[src/rtl/deadtime_gen.sv]
// Two-leg half-bridge gate driver with programmable both-off deadtime and fault shutdown.
// Define DRV_FAULT_LATCH_EN to make fault_active sticky until a fault_clr pulse.
module deadtime_gen #(
  parameter int DEADTIME_BITS = 8
) (
  input  logic                     clk,
  input  logic                     rst_n,
  input  logic [DEADTIME_BITS-1:0] deadtime,
  input  logic                     deadtime_load,
  input  logic                     leg0_cmd,
  input  logic                     leg0_en,
  input  logic                     leg1_cmd,
  input  logic                     leg1_en,
  input  logic                     fault_in,
  input  logic                     fault_clr,
  output logic                     leg0_hi,
  output logic                     leg0_lo,
  output logic                     leg1_hi,
  output logic                     leg1_lo,
  output logic [1:0]               dead_active,
  output logic                     fault_active
);

  typedef enum logic [2:0] {
    ST_OFF,
    ST_DEAD_H,
    ST_HI,
    ST_DEAD_L,
    ST_LO
  } leg_state_t;

  localparam logic [DEADTIME_BITS-1:0] CNT_ONE = DEADTIME_BITS'(1);

  logic [DEADTIME_BITS-1:0] dt_reg;
  logic [DEADTIME_BITS-1:0] dead_len;
  logic                     fault_meta_reg;
  logic                     fault_sync_reg;
  logic                     fault_active_reg;
  logic                     fault_next;
  logic [1:0]               cmd_vec;
  logic [1:0]               en_vec;
  logic [1:0]               hi_vec;
  logic [1:0]               lo_vec;
  logic [1:0]               dead_vec;

  assign cmd_vec = {leg1_cmd, leg0_cmd};
  assign en_vec  = {leg1_en, leg0_en};

  always_ff @(posedge clk or negedge rst_n) begin
    if (!rst_n) begin
      dt_reg <= '0;
    end else if (deadtime_load) begin
      dt_reg <= deadtime;
    end
  end

  // A zero deadtime still yields one both-off cycle.
  assign dead_len = (dt_reg == '0) ? CNT_ONE : dt_reg;

  always_ff @(posedge clk or negedge rst_n) begin
    if (!rst_n) begin
      fault_meta_reg   <= 1'b0;
      fault_sync_reg   <= 1'b0;
      fault_active_reg <= 1'b0;
    end else begin
      fault_meta_reg   <= fault_in;
      fault_sync_reg   <= fault_meta_reg;
      fault_active_reg <= fault_next;
    end
  end

`ifdef DRV_FAULT_LATCH_EN
  // Sticky: a clear only succeeds once the synchronised fault has gone away.
  assign fault_next = fault_sync_reg | (fault_active_reg & ~fault_clr);
`else
  logic unused_fault_clr;
  assign unused_fault_clr = fault_clr;
  assign fault_next       = fault_sync_reg;
`endif

  assign fault_active = fault_active_reg;

  generate
    for (genvar gi = 0; gi < 2; gi++) begin : g_leg
      leg_state_t               state_reg, state_next;
      logic [DEADTIME_BITS-1:0] cnt_reg, cnt_next;
      logic                     hi_reg, lo_reg, dead_reg;
      logic                     expire;

      assign expire = (cnt_reg <= CNT_ONE);

      always_comb begin
        state_next = state_reg;
        cnt_next   = cnt_reg;
        // Fault and disable pre-empt every other transition.
        if (!en_vec[gi] || fault_next) begin
          state_next = ST_OFF;
        end else begin
          case (state_reg)
            ST_OFF: begin
              state_next = cmd_vec[gi] ? ST_DEAD_H : ST_DEAD_L;
              cnt_next   = dead_len;
            end
            ST_DEAD_H: begin
              if (!cmd_vec[gi]) begin
                state_next = ST_LO;
              end else if (expire) begin
                state_next = ST_HI;
              end else begin
                cnt_next = cnt_reg - CNT_ONE;
              end
            end
            ST_HI: begin
              if (!cmd_vec[gi]) begin
                state_next = ST_DEAD_L;
                cnt_next   = dead_len;
              end
            end
            ST_DEAD_L: begin
              if (cmd_vec[gi]) begin
                state_next = ST_HI;
              end else if (expire) begin
                state_next = ST_LO;
              end else begin
                cnt_next = cnt_reg - CNT_ONE;
              end
            end
            ST_LO: begin
              if (cmd_vec[gi]) begin
                state_next = ST_DEAD_H;
                cnt_next   = dead_len;
              end
            end
            default: state_next = ST_OFF;
          endcase
        end
      end

      always_ff @(posedge clk or negedge rst_n) begin
        if (!rst_n) begin
          state_reg <= ST_OFF;
          cnt_reg   <= '0;
          hi_reg    <= 1'b0;
          lo_reg    <= 1'b0;
          dead_reg  <= 1'b0;
        end else begin
          state_reg <= state_next;
          cnt_reg   <= cnt_next;
          hi_reg    <= (state_next == ST_HI);
          lo_reg    <= (state_next == ST_LO);
          dead_reg  <= (state_next == ST_DEAD_H) || (state_next == ST_DEAD_L);
        end
      end

      assign hi_vec[gi]   = hi_reg;
      assign lo_vec[gi]   = lo_reg;
      assign dead_vec[gi] = dead_reg;

`ifdef SIMULATION
      a_no_shoot_through: assert property (@(posedge clk) disable iff (!rst_n) !(hi_reg && lo_reg));
`endif
    end
  endgenerate

  assign leg0_hi     = hi_vec[0];
  assign leg0_lo     = lo_vec[0];
  assign leg1_hi     = hi_vec[1];
  assign leg1_lo     = lo_vec[1];
  assign dead_active = dead_vec;

endmodule

[config.mk]
export PLATFORM = sky130hd
export DESIGN_NAME = deadtime_gen
export DESIGN_NICKNAME = d
export VERILOG_FILES = /design/src/rtl/deadtime_gen.sv
export SDC_FILE = /design/constraint.sdc
export NUM_CORES = 1
export LEC_CHECK = 0
export ABC_AREA = 1
export CELL_PAD_IN_SITES_DETAIL_PLACEMENT = 0
export CELL_PAD_IN_SITES_GLOBAL_PLACEMENT = 1
export CORE_MARGIN = 8
export CORE_UTILIZATION = 40
export CTS_BUF_LIST = sky130_fd_sc_hd__clkbuf_8
export DETAILED_ROUTE_END_ITERATION = 12
export DONT_BUFFER_PORTS = 1
export MAX_ROUTING_LAYER = met4
export PLACE_DENSITY = 0.71
export SLEW_MARGIN = 10
export SYNTH_ARGS = -nofsm -noshare
export SYNTH_HDL_FRONTEND = slang
export SYNTH_SLANG_ARGS = --single-unit
[constraint.sdc]
create_clock -name clk -period 2.2 [get_ports clk]
set_input_delay 0.33 -clock clk [delete_from_list [all_inputs] [get_ports clk]]
set_output_delay 0.33 -clock clk [all_outputs]
set_load 0.01 [all_outputs]
==> flow_summary.ini <==
[yosys]
avgSynthCellArea_sq_um = 7.305
synth_warnings = 0
synth_compound_area_share_pct = 9.327
synth_top_family_by_area = simple AND/OR/NAND/NOR gates
synth_top_area_cell = dfrtp_1
synth-adder-area-share_pct = 2.261
synth-edff-count = 0
synth-main-ff-cell = dfrtp_1
muxShareOfSynthArea_pct = 0.5088
async_reset_ff_share_pct = 100.0
synth_simple_gate_area_share_pct = 33.75
synth.net_count = 324
yosys-top-cells-area = dfrtp_1, nand2_1, inv_1, nor2_1, o21ai_0
ys_seq_area_share_pct = 44.09
synth_area_sq_mm = 0.002213
synthCells = 303
post_synth_num_cell_types = 25
synth_top_area_share_pct = 44.09
synth_xor_area_share_pct = 0.3957
ys_ff_latch = 39

[grt]
first_global_vias = 1779
grt_use_total_pct = 12.61
grt_pass1_wl_mm = 8.211
grt_max_degree = 40
overflow = 0
antenna_found_initial = 0

[worst_setup_path]
end_kind = register
critical_path_class = reg2reg
required_ns = 2.38
cp_max_fo = 10
start_kind = register
crit_arrival_ns = 1.88

[drt]
met3WireLength_um = 208
dr.pass1.iters = 4
drt_iter0_markers = 46
totalWireLength_mm = 4.630
post_drt_via_cell_ratio = 4.714
wl_met1_mm = 2.340
drc = 0
highest_layer = met4
wl_met2_mm = 2.051
ant_nets = 0
post_drt_wl_per_cell_um = 12.15
dr_total_vias = 1796

[power_and_ir_drop]
power_density_mw_per_mm2 = 843.3
ir_drop_mv = 0.3737
leakagePower_nw = 1.256

[timing]
slew_headroom_pct = 72.55
finalClockSkew_ns = 0.007956
rsz0062_at_grt = false
setup_viol = 0
layout_min_cycle_time_ns = 1.704
hold_viol = 0
slew_violations = 0
setup-tns-final_ns = 0
fmax_mhz = 586.8
fin_crit_sh_pct = 77.46
worst_pin_slew_ns = 0.4107

[run_status]
status = complete, no violations

[clock_network]
cts_made_buffers = 5
clock-sinks = 39
cts_max_level = 2
clk_latency_ns = 0.29
clk_pin_slew_ns = 0.08
cts_tree = built
cts_buffer_depth = 2
cts-root-buf = clkbuf_8

[layout]
drive_gt1_share_pct = 11.33
antenna_cells = 0
n_fill_cell = 562
final_cell_mix = nand2_1, inv_1, dfrtp_1
largest_reg_flops = 16
final_common_cell = nand2_1
fin_nets = 329
synthToLayoutAreaGrowth_pct = 9.214
postLayoutCellArea_sq_mm = 0.002417

[min_path]
min_path_type = in2reg

[run]
maxCapViolCount = 0

[die]
rows = 27
chipHeight_um = 90.39
dieArea_sq_mm = 0.008169
core_sq_mm = 0.005439
io_pins = 24
die_w_um = 90.39
initial_core_util_pct = 40.69

[placement]
hpwl_mm = 3.431
place.gp.congestion = 0.7961
placed_cell_area_sq_mm = 0.002270
io_buffers = 0
area by class of cell:
cell class              count  area [sq um]  share of cell area (%)
multi-input cells         214          1023                   42.34
flip-flops and latches     39         975.9                   40.37
inverters                  44         165.2                   6.832
well taps                  72         90.09                   3.727
clock buffers               6         82.58                   3.416
repair buffers              4         45.04                   1.863
clock inverters             2         35.03                   1.449
metrics by stage:
step,setup WS [ns],util (%),std cells,power [mW],hold WS [ns]
final,0.4960,44.44,381,2.039,0.06931
after global routing,0.3234,44.44,381,2.209,0.04318
after CTS,0.4738,44.44,381,2.073,0.05570
after detailed placement,0.4915,41.73,371,1.418,0.03586
after global placement,0.5064,41.73,371,1.417,0.03588
after floorplan,0.7092,-,303,1.312,0.03441
worst max-delay path, cell delays in order, from the launching register on:
cell     delay, ns
dfrtp_1       0.40
inv_1         0.13
ha_1          0.21
inv_1         0.06
nand2_1       0.06
nand2_1       0.08
nor2_4        0.13
nand2_2       0.08
inv_1         0.09
nor2_2        0.06
buf_4         0.17
nand3_1       0.07
nand2_1       0.05
cells by family (layout without fill, tap and decap cells):
group,Yosys count,after routing
muxes,1,1
and+or+nand+nor,172,172
buffers and inverters,50,56
DFF,39,39
xor gates and xnor gates,1,1
adders and majority gates,4,4
AOI/OAI and AO/OA,36,36
synthesized netlist by cell type (2+ instances only):
master,number
nor2_4,2
o21ai_2,6
nand2_2,5
nor2_1,31
ha_1,4
dfrtp_1,39
nand2_1,103
nand4_1,3
nor2_2,4
o21ai_0,20
buf_4,2
nand3_1,18
inv_1,43
a21oi_1,8
nand3_2,5
layer usage:
layer	track usage, %	vias up
met4	3.745	0
met1	15.20	818
met5	-	-
li1	-	945
met3	3.824	2
met2	19.82	31
timing repair:
| action | in CTS | in global routing |
|---|---|---|
| resized for setup | 0 | 0 |
| hold buffers | 2 | 0 |
| hold endpoints to repair | 39 | 0 |
| setup buffers | 0 | 0 |
report_power, final:
part	switching, mW	leakage, nW	total [mW]	internal, mW
registers	0.0779	0.495	0.890	0.812
logic	0.347	0.700	0.529	0.182
clock network	0.252	0.0612	0.619	0.367
total	0.678	1.26	2.04	1.36
worst paths after layout:
check,from,endpoint,slack [ns],cells after the start
max,g_leg[1].cnt_reg[0]$_DFFE_PN0P_,g_leg[1].cnt_reg[7]$_DFFE_PN0P_,0.50,12
min,fault_in,fault_meta_reg$_DFF_PN0_,0.07,0
max reg2reg,g_leg[1].cnt_reg[0]$_DFFE_PN0P_,g_leg[1].cnt_reg[7]$_DFFE_PN0P_,0.50,12
min reg2reg,fault_meta_reg$_DFF_PN0_,fault_next$_DFF_PN0_,0.35,0
max in group asynchronous,rst_n,g_leg[0].cnt_reg[7]$_DFFE_PN0P_,1.50,2
min in group asynchronous,rst_n,g_leg[1].cnt_reg[2]$_DFFE_PN0P_,0.49,2
No activity file was read; power rests on OpenSTA's default activity.
